## config.mk

```make
export PLATFORM = sky130hd
export DESIGN_NAME = read_arbiter_rr_tracked_flat
export DESIGN_NICKNAME = d
export VERILOG_FILES = /design/src/rtl/read_arbiter_rr_tracked_if.sv /design/src/rtl/read_arbiter_rr_tracked.sv /design/src/flat_wrapper.sv
export SDC_FILE = /design/constraint.sdc
export NUM_CORES = 1
export LEC_CHECK = 0
export CORE_UTILIZATION = 27
export CTS_BUF_LIST = sky130_fd_sc_hd__clkbuf_2 sky130_fd_sc_hd__clkbuf_4 sky130_fd_sc_hd__clkbuf_8
export CTS_CLUSTER_SIZE = 8
export DETAILED_ROUTE_END_ITERATION = 12
export HOLD_SLACK_MARGIN = 0.08
export PLACE_DENSITY = 0.72
export SLEW_MARGIN = 40
export SYNTH_ARGS = -nofsm -noshare
export SYNTH_HDL_FRONTEND = slang
export SYNTH_SLANG_ARGS = --single-unit
```

## constraint.sdc

```tcl
create_clock -name clk -period 4.2 [get_ports clk]
set_clock_uncertainty 0.1 [all_clocks]
set_input_delay 0.63 -clock clk [delete_from_list [all_inputs] [get_ports clk]]
set_output_delay 0.63 -clock clk [all_outputs]
set_load 0.005 [all_outputs]
```

## src/rtl/read_arbiter_rr_tracked_if.sv

```systemverilog
// rtl/read_arbiter_rr_tracked_if.sv - load-port / BRAM-read bundle for the round-robin read arbiter
//
// Purpose: groups the requester address/data handshakes, the BRAM read port and
//          the outstanding-load tracking outputs.
// Signals:
//   ldAddr, ldAddr_valid, ldAddr_ready    per-requester address handshake (flat, i*ADDR_TYPE slices)
//   ldData, ldData_valid, ldData_ready    per-requester data handshake (flat, i*DATA_TYPE slices)
//   loadEn, loadAddr, loadData            BRAM read port (data valid one cycle after loadEn)
//   pendingCount, idle                    outstanding-load count and all-done flag
// Modports: master = requesters + BRAM side, slave = arbiter side.
interface read_arbiter_rr_tracked_if #(
    parameter int NUM_LOADS = 2,
    parameter int DATA_TYPE = 32,
    parameter int ADDR_TYPE = 32
);
    localparam int CNT_W = $clog2(NUM_LOADS + 1);

    logic [NUM_LOADS*ADDR_TYPE-1:0] ldAddr;
    logic [NUM_LOADS-1:0]           ldAddr_valid;
    logic [NUM_LOADS-1:0]           ldAddr_ready;
    logic [NUM_LOADS*DATA_TYPE-1:0] ldData;
    logic [NUM_LOADS-1:0]           ldData_valid;
    logic [NUM_LOADS-1:0]           ldData_ready;
    logic                           loadEn;
    logic [ADDR_TYPE-1:0]           loadAddr;
    logic [DATA_TYPE-1:0]           loadData;
    logic [CNT_W-1:0]               pendingCount;
    logic                           idle;

    modport master (
        output ldAddr, ldAddr_valid, ldData_ready, loadData,
        input  ldAddr_ready, ldData, ldData_valid, loadEn, loadAddr, pendingCount, idle
    );

    modport slave (
        input  ldAddr, ldAddr_valid, ldData_ready, loadData,
        output ldAddr_ready, ldData, ldData_valid, loadEn, loadAddr, pendingCount, idle
    );
endinterface

```

## src/rtl/read_arbiter_rr_tracked.sv

```systemverilog
// rtl/read_arbiter_rr_tracked.sv - round-robin BRAM read-port arbiter with outstanding-load tracking
//
// Purpose: shares one BRAM read port among NUM_LOADS load requesters, one read per
//          cycle, steering each returned word into a per-requester output register
//          held until accepted, and counting loads accepted but not yet delivered.
// Ports:
//   clk   clock
//   rst   synchronous active-high reset
//   bus   read_arbiter_rr_tracked_if.slave (address/data handshakes, BRAM port, count/idle)
module read_arbiter_rr_tracked #(
    parameter int NUM_LOADS = 2,
    parameter int DATA_TYPE = 32,
    parameter int ADDR_TYPE = 32
) (
    input  logic                      clk,
    input  logic                      rst,
    read_arbiter_rr_tracked_if.slave  bus
);
    localparam int PTR_W = (NUM_LOADS > 1) ? $clog2(NUM_LOADS) : 1;
    localparam int CNT_W = $clog2(NUM_LOADS + 1);

    logic [PTR_W-1:0]     r_ptr;
    logic [NUM_LOADS-1:0] r_inflight;
    logic [NUM_LOADS-1:0] r_data_valid;
    logic [DATA_TYPE-1:0] r_data_reg [NUM_LOADS];
    logic [CNT_W-1:0]     r_pending;

    logic [NUM_LOADS-1:0] w_elig;
    logic [NUM_LOADS-1:0] w_grant;
    logic [NUM_LOADS-1:0] w_handshake;
    logic                 w_found;
    logic [PTR_W-1:0]     w_win;
    logic [ADDR_TYPE-1:0] w_addr;
    logic [CNT_W-1:0]     w_pops;

    assign w_handshake = r_data_valid & bus.ldData_ready;

    // A requester may issue only if no read is already in flight for it and its
    // output register is empty or being emptied this cycle, so a capture can never
    // overwrite an unaccepted word.
    assign w_elig = bus.ldAddr_valid & ~r_inflight & (~r_data_valid | bus.ldData_ready);

    // Rotating priority: distance k=1 from the last winner is searched first.
    always_comb begin
        w_grant = '0;
        w_found = 1'b0;
        w_win   = r_ptr;
        for (int k = 1; k <= NUM_LOADS; k++) begin
            for (int i = 0; i < NUM_LOADS; i++) begin
                if (!w_found && w_elig[i] && (((int'(r_ptr) + k) % NUM_LOADS) == i)) begin
                    w_found    = 1'b1;
                    w_grant[i] = 1'b1;
                    w_win      = PTR_W'(i);
                end
            end
        end
        if (rst) begin
            w_grant = '0;
            w_found = 1'b0;
            w_win   = r_ptr;
        end
    end

    always_comb begin
        w_addr = '0;
        for (int i = 0; i < NUM_LOADS; i++) begin
            if (w_grant[i]) begin
                w_addr = bus.ldAddr[i*ADDR_TYPE +: ADDR_TYPE];
            end
        end
    end

    always_comb begin
        w_pops = '0;
        for (int i = 0; i < NUM_LOADS; i++) begin
            w_pops = w_pops + CNT_W'(w_handshake[i]);
        end
    end

    always_ff @(posedge clk) begin
        if (rst) begin
            r_ptr        <= PTR_W'(NUM_LOADS - 1);
            r_inflight   <= '0;
            r_data_valid <= '0;
            r_pending    <= '0;
            for (int i = 0; i < NUM_LOADS; i++) begin
                r_data_reg[i] <= '0;
            end
        end else begin
            if (w_found) begin
                r_ptr <= w_win;
            end
            // A read is in flight for exactly the cycle after its grant.
            r_inflight <= w_grant;
            for (int i = 0; i < NUM_LOADS; i++) begin
                if (r_inflight[i]) begin
                    r_data_reg[i]   <= bus.loadData;
                    r_data_valid[i] <= 1'b1;
                end else if (w_handshake[i]) begin
                    r_data_valid[i] <= 1'b0;
                end
            end
            r_pending <= r_pending + CNT_W'(w_found) - w_pops;
        end
    end

    assign bus.ldAddr_ready = w_grant;
    assign bus.loadEn       = w_found;
    assign bus.loadAddr     = w_addr;
    assign bus.ldData_valid = r_data_valid;
    assign bus.pendingCount = r_pending;
    assign bus.idle         = (r_pending == '0);

    for (genvar g = 0; g < NUM_LOADS; g++) begin : g_ld_data
        assign bus.ldData[g*DATA_TYPE +: DATA_TYPE] = r_data_reg[g];
    end
endmodule

```

## src/flat_wrapper.sv

```systemverilog
// flat-port wrapper written by rule: the top's interface ports become plain ports
module read_arbiter_rr_tracked_flat 
#(
    parameter int NUM_LOADS = 2,
    parameter int DATA_TYPE = 32,
    parameter int ADDR_TYPE = 32
)
  (clk, rst, bus_ldAddr, bus_ldAddr_valid, bus_ldData_ready, bus_loadData, bus_ldAddr_ready, bus_ldData, bus_ldData_valid, bus_loadEn, bus_loadAddr, bus_pendingCount, bus_idle);
  read_arbiter_rr_tracked_if #(.NUM_LOADS(NUM_LOADS), .DATA_TYPE(DATA_TYPE), .ADDR_TYPE(ADDR_TYPE)) bus_i ();
  input  logic clk;
  input  logic rst;
  input wire logic [$bits(bus_i.ldAddr)-1:0] bus_ldAddr;
  input wire logic [$bits(bus_i.ldAddr_valid)-1:0] bus_ldAddr_valid;
  input wire logic [$bits(bus_i.ldData_ready)-1:0] bus_ldData_ready;
  input wire logic [$bits(bus_i.loadData)-1:0] bus_loadData;
  output wire logic [$bits(bus_i.ldAddr_ready)-1:0] bus_ldAddr_ready;
  output wire logic [$bits(bus_i.ldData)-1:0] bus_ldData;
  output wire logic [$bits(bus_i.ldData_valid)-1:0] bus_ldData_valid;
  output wire logic [$bits(bus_i.loadEn)-1:0] bus_loadEn;
  output wire logic [$bits(bus_i.loadAddr)-1:0] bus_loadAddr;
  output wire logic [$bits(bus_i.pendingCount)-1:0] bus_pendingCount;
  output wire logic [$bits(bus_i.idle)-1:0] bus_idle;
  assign bus_i.ldAddr = bus_ldAddr;
  assign bus_i.ldAddr_valid = bus_ldAddr_valid;
  assign bus_i.ldData_ready = bus_ldData_ready;
  assign bus_i.loadData = bus_loadData;
  assign bus_ldAddr_ready = bus_i.ldAddr_ready;
  assign bus_ldData = bus_i.ldData;
  assign bus_ldData_valid = bus_i.ldData_valid;
  assign bus_loadEn = bus_i.loadEn;
  assign bus_loadAddr = bus_i.loadAddr;
  assign bus_pendingCount = bus_i.pendingCount;
  assign bus_idle = bus_i.idle;
  read_arbiter_rr_tracked #(.NUM_LOADS(NUM_LOADS), .DATA_TYPE(DATA_TYPE), .ADDR_TYPE(ADDR_TYPE)) u_core (.clk(clk), .rst(rst), .bus(bus_i));
endmodule
```

==> results of run 1 <==
==> power groups by stage <==
stage               Clock (mW)  Combinational [mW]  Sequential [mW]
CTS                      0.464               0.449            0.857
global placement             0               0.439            0.870
detailed placement           0               0.447            0.872
global route             0.499               0.478            0.861
finish                   0.445               0.443            0.856
floorplan                    0               0.171            0.876
==> path summary, 6_finish.rpt <==
kind | start | end | cells after the start
worst max register to register | u_core.r_inflight[1]$_SDFF_PP0_ | u_core.bus.pendingCount[0]$_SDFF_PP0_ | 6
worst min-delay path | u_core.r_ptr$_SDFFE_PP1P_ | u_core.r_ptr$_SDFFE_PP1P_ | 2
worst min register to register | u_core.r_ptr$_SDFFE_PP1P_ | u_core.r_ptr$_SDFFE_PP1P_ | 2
worst max-delay path | bus_ldData_ready[1] | bus_loadAddr[0] | 6
==> cell usage after synthesis (3+ instances only) <==
cell / instances
nand2_1: 6
buf_2: 11
buf_6: 4
dfxtp_1: 7
clkbuf_1: 5
buf_12: 4
nand3_2: 30
nand3_1: 3
and2_1: 32
nor2_1: 4
nand4_1: 32
a21oi_1: 6
edfxtp_1: 64
a21oi_2: 30
==> routing by layer <==
layer / wire length [um] / GRT usage / part of all wire / vias up
met5: 0 / 0 / 0 / -
met4: 175 / 0.05299 / 0.018 / 0
met3: 1025 / 0.04812 / 0.11 / 12
met2: 4578 / 0.2367 / 0.48 / 168
met1: 3824 / 0.1625 / 0.40 / 1309
li1: - / - / - / 1340
==> cell type report <==
type / count / area [um2] / area share
clock inverter: 4 / 23.77 / 0.004150
tap: 172 / 215.2 / 0.03757
sequential: 71 / 2062 / 0.3600
multi-input combinational: 159 / 1224 / 0.2136
clock buffer: 11 / 138.9 / 0.02425
timing repair buffer: 206 / 2057 / 0.3591
inverter: 2 / 7.507 / 0.001311
==> critical path, delay by kind of cell <==
| family | cells | cell delay (ps) |
|---|---|---|
| AO/OA/AOI/OAI | 1 | 90 |
| buffers and inverters | 2 | 950 |
| AND/OR/NAND/NOR | 3 | 1210 |
==> cells in the final DEF (no fill, tap or decap), types with 2 or more instances in the layout <==
cell / count
a21oi_1: 6
a21oi_2: 29
and2_1: 32
buf_4: 2
clkbuf_4: 2
clkbuf_8: 9
clkdlybuf4s50_1: 204
clkinvlp_4: 2
dfxtp_1: 7
edfxtp_1: 64
inv_1: 2
nand2_1: 6
nand2b_4: 2
nand3_1: 3
nand3_2: 30
nand4_1: 32
nor2_1: 4
nor3b_1: 2
or2_2: 2
xnor2_1: 2
==> logic make-up after synthesis <==
family	Yosys count	share of synthesized area
buf+inv	28	0.06232
xor+xnor	2	0.005015
fa+ha+maj	2	0.009312
flops	71	0.5903
compound gates	36	0.08381
simple gates	119	0.2493
==> metrics by stage <==
step | power (mW) | instance area [um2] | std cells | hold slack (ps)
final | 1.744 | 5728 | 625 | 408.0
after global routing | 1.838 | 5728 | 625 | 448.5
after CTS | 1.770 | 5728 | 625 | 406.7
after detailed placement | 1.319 | 5565 | 610 | 393.2
after global placement | 1.310 | 5555 | 610 | 391.4
after floorplan | 1.047 | 3493 | 258 | 373.5
==> impl_results.md, run 1 <==
- Tot GR Track Use: 0.1395
- Die H: 115.7 um
- Largest net degree at the start of global routing: 46
- CTS tree: done
- Via count: 2829
- ANT cells: 0
- Setup CP Type: in -> out
- Core Util, Final: 0.4539
- Critical path's most frequent cell: clkdlybuf4s50_1
- Syn_nets: 362
- Post_cts resized: 0
- Worst-Skew Late Latency: 330 ps
- Headroom to the max-slew limit: 0.4732
- Main synth FF type: edfxtp_1
- CP max stage cell: nand3b_4
- Switching Fraction: 0.2424
- Critical path peak fanout: 35
- Clock Power Share: 0.255
- First drt pass iteration count: 4
- Io pins: 206
- Final nets: 553
- Row count: 41
- Area Growth Syn to Fin: 63.97%
- R2R Setup Slk: 2290 ps
- CP Capture Type: output port
- Clock Path Buffers: 2
- Pre-CTS setup slack: 540.0 ps
- P_leak: 1.970 nW
- Distinct cells, synth: 28
- Internal power: 1.321 mW
- Hold Path Class: reg -> reg
- Synth top area share: 0.5501
- DR DRC count: 0
- Synth area leaders: edfxtp_1 55%, nand3_2 8.6%, a21oi_2 7.5%, and2_1 5.7%, nand4_1 5.7%
- Final Hold Viols: 0
- H-tree level count: 3
- Routed wire length: 9603 um
- Post-route setup slack: 558.4 ps
- Number of synthesized register bits: 71
- Post-route clock period utilization: 0.8670
- Slew Limit Fails: 0
- Drt initial violations: 168
- Routed vias/inst: 4.526
- Dpl hpwl: 6996 um
- Max FFs per register: 64
- Die area: 13400 um2
- Die span in x: 115.7 um
- Comb power frac: 0.254
- Sequential share of power: 0.491
- Number of port buffers: 205
- RePlAce Congestion: 0.7184
- Minimum clock period: 3642 ps
- Clock-pin slew on the worst setup and hold paths: 70 ps
- Wire per inst: 15.36 um
- Max incr delay on CP: 540 ps
- Number of global-route vias before repair: 2803
- Post-synthesis sequential area ratio: 0.5903
- RSZ-0062 raised after global routing: false
- Net switching power figure: 422.8 uW
- Worst Max-Slew Pin Slew: 790.2 ps
- Startpoint types: primary input
- Synth area leader: edfxtp_1
- Number of setup buffers added after CTS: 0
- Syn_area_per_cell: 13.54 um2
- Async SR Flop Fraction: 0
- Antenna violations before repair: 0
- Starting Density: 0.2768
- Setup TNS: 0 ps
- GRT overflow: 0
- Mapped cell area: 3493 um2
- CP Cell Sequence: clkdlybuf4s50_1 > nand2b_4 > nand3b_4 > nand3_1 > a21oi_1 > clkdlybuf4s50_1
- Core Box Area: 12620 um2
- Setup violations, final: 0
- VDD IR-drop max: 0.0001145 V
- First-pass GRT wire length: 14140 um
- CP Data Required Time: 3470 ps
- Routed Antenna Nets: 0
- Synth warnings: 0
- Post-synth EDFFs: 64
- Clk sinks: 71
- Clock root buffer: clkbuf_8
- CTS Hold Bufs: 0
- FMAX: 274.6 MHz
- Cells after synthesis: 258
- Status: finished, final reports clean
- Maximum capacitance violations: 0
- Layout cell share with drive strength beyond 1: 0.1854
- Critical path data arrival time: 2910 ps
- Filler cells: 1168
- Power Density: 304.4 nW/um2
- TritonCTS Buffers: 9
No activity file was read; power rests on OpenSTA's default activity.
==> run 2, diff against run 1 <==
--- a/config.mk
+++ b/config.mk
@@ -11,6 +11,7 @@
 export DETAILED_ROUTE_END_ITERATION = 12
 export HOLD_SLACK_MARGIN = 0.08
 export PLACE_DENSITY = 0.72
+export RECOVER_POWER = 100
 export SLEW_MARGIN = 40
 export SYNTH_ARGS = -nofsm -noshare
 export SYNTH_HDL_FRONTEND = slang
==> impl_results.md, run 2 (same netlist as run 1, synthesis figures left out) <==
- Status: finished, violations left
- Failing checks: max-capacitance violations, max-slew violations
- P_leak: 2.023 nW
- Number of port buffers: 205
- Antenna violations before repair: 0
- Reg2Reg Launch Point: u_core.r_inflight[0]$_SDFF_PP0_
- First-pass GRT wire length: 14140 um
- Internal power: 1.293 mW
- Die area: 13400 um2
- Row count: 41
- Post_cts resized: 0
- H-tree level count: 3
- Max FFs per register: 64
- Switching Fraction: 0.2411
- CTS Hold Bufs: 0
- Pre-CTS setup slack: 540.0 ps
- Comb power frac: 0.238
- Maximum capacitance violations: 3
- Setup TNS: 0 ps
- Final nets: 553
- Tot GR Track Use: 0.1395
- Routed Antenna Nets: 0
- Setup violations, final: 0
- RSZ-0062 raised after global routing: false
- CP max stage cell: dlygate4sd3_1
- Clock Power Share: 0.260
- Routed vias/inst: 4.547
- Number of setup buffers added after CTS: 0
- Critical path peak fanout: 34
- Worst hold start: u_core.r_ptr$_SDFFE_PP1P_
- Drt initial violations: 128
- Area Growth Syn to Fin: 59.71%
- Startpoint types: primary input
- CP Data Required Time: 3470 ps
- Post-route clock period utilization: 0.8919
- Leading cell type in the layout, fill and taps excluded: clkdlybuf4s50_1
- Final Hold Viols: 0
- Clock root buffer: clkbuf_8
- TritonCTS Buffers: 9
- First drt pass iteration count: 4
- Minimum clock period: 3746 ps
- Most frequent cells in the layout: 124 x clkdlybuf4s50_1, 80 x dlygate4sd3_1, 64 x edfxtp_1, 32 x nand4_1, 32 x and2_0
- Worst Max-Slew Pin Slew: 2328 ps
- Net switching power figure: 410.9 uW
- Critical path data arrival time: 3020 ps
- CTS tree: done
- Clock-pin slew on the worst setup and hold paths: 70 ps
- Core Box Area: 12620 um2
- CP Capture Type: output port
- GRT overflow: 0
- FMAX: 266.9 MHz
- Setup crit start: bus_ldData_ready[0]
- Headroom to the max-slew limit: -0.5519
- Max incr delay on CP: 630 ps
- Post-route setup slack: 453.8 ps
- Wire per inst: 15.48 um
- Layout cell share with drive strength beyond 1: 0.1192
- RePlAce Congestion: 0.7184
- VDD IR-drop max: 0.0001129 V
- Routed wire length: 9675 um
- Power Density: 305.4 nW/um2
- Hold Path Class: reg -> reg
- DR DRC count: 0
- Largest net degree at the start of global routing: 46
- Dpl hpwl: 6996 um
- Die H: 115.7 um
- Io pins: 206
- Setup CP Type: in -> out
- Via count: 2842
- Starting Density: 0.2768
- ANT cells: 0
- Filler cells: 1192
- Worst-Skew Late Latency: 330 ps
- CP Cell Sequence: clkdlybuf4s50_1 > nand2b_1 > nand3_2 > nand4_1 > a21oi_2 > dlygate4sd3_1
- Number of global-route vias before repair: 2803
- Clock Path Buffers: 2
- Die span in x: 115.7 um
- Slew Limit Fails: 99
- Clk sinks: 71
- Sequential share of power: 0.502
==> run 2: power by group through the flow <==
| stage | Clock (mW) | Combinational (mW) | Sequential, mW |
|---|---|---|---|
| finish | 0.444 | 0.405 | 0.855 |
| global route | 0.499 | 0.439 | 0.861 |
| CTS | 0.464 | 0.449 | 0.857 |
| detailed placement | 0 | 0.447 | 0.872 |
| global placement | 0 | 0.439 | 0.870 |
| floorplan | 0 | 0.171 | 0.876 |
==> run 2: cell type report <==
class / count / area (um2) / share of cell area
inverter: 2 / 7.507 / 0.001346
clock buffer: 11 / 138.9 / 0.02489
timing repair buffer: 206 / 2054 / 0.3682
sequential: 71 / 2062 / 0.3696
multi-input combinational: 159 / 1077 / 0.1931
tap: 172 / 215.2 / 0.03857
clock inverter: 4 / 23.77 / 0.004261
==> run 2: final timing paths <==
kind	end	slack [ps]	depth (start not counted)
worst max-delay path	bus_loadAddr[6]	450	6
worst min-delay path	u_core.r_ptr$_SDFFE_PP1P_	410	2
worst max register to register	u_core.r_data_reg[0][5]$_DFFE_PP_	1550	1
worst min register to register	u_core.r_ptr$_SDFFE_PP1P_	410	2
==> run 2: worst max-delay path: cells and delay by family <==
kind                   cells  cell delay, ps
AOI/OAI and AO/OA          1              90
buffers and inverters      2            1100
and+or+nand+nor            3            1170
==> run 2: per-stage QoR <==
step	hold WS (ps)	utilization	std cells	power, mW	instance area [um2]
after floorplan	373.5	-	258	1.047	3493
after global placement	391.4	0.4402	610	1.310	5555
after detailed placement	393.2	0.4410	610	1.319	5565
after CTS	406.7	0.4539	625	1.770	5728
after global routing	448.5	0.4421	625	1.799	5579
final	412.2	0.4421	625	1.704	5579
==> run 2: per-layer routing <==
layer  vias to the layer above  routed length (um)  track usage  share of wire
met2                       164                4625       0.2367           0.48
met1                      1325                3810       0.1625           0.39
li1                       1337                   -            -              -
met3                        16                1039      0.04812           0.11
met5                         -                   0            0              0
met4                         0                 199      0.05299          0.021
==> run 3, diff against run 2 <==
--- a/config.mk
+++ b/config.mk
@@ -7,7 +7,6 @@
 export LEC_CHECK = 0
 export CORE_UTILIZATION = 27
 export CTS_BUF_LIST = sky130_fd_sc_hd__clkbuf_2 sky130_fd_sc_hd__clkbuf_4 sky130_fd_sc_hd__clkbuf_8
-export CTS_CLUSTER_SIZE = 8
 export DETAILED_ROUTE_END_ITERATION = 12
 export HOLD_SLACK_MARGIN = 0.08
 export PLACE_DENSITY = 0.72
==> results of run 3 <==
Final layout, timing and power as in run 2 (identical DEF).
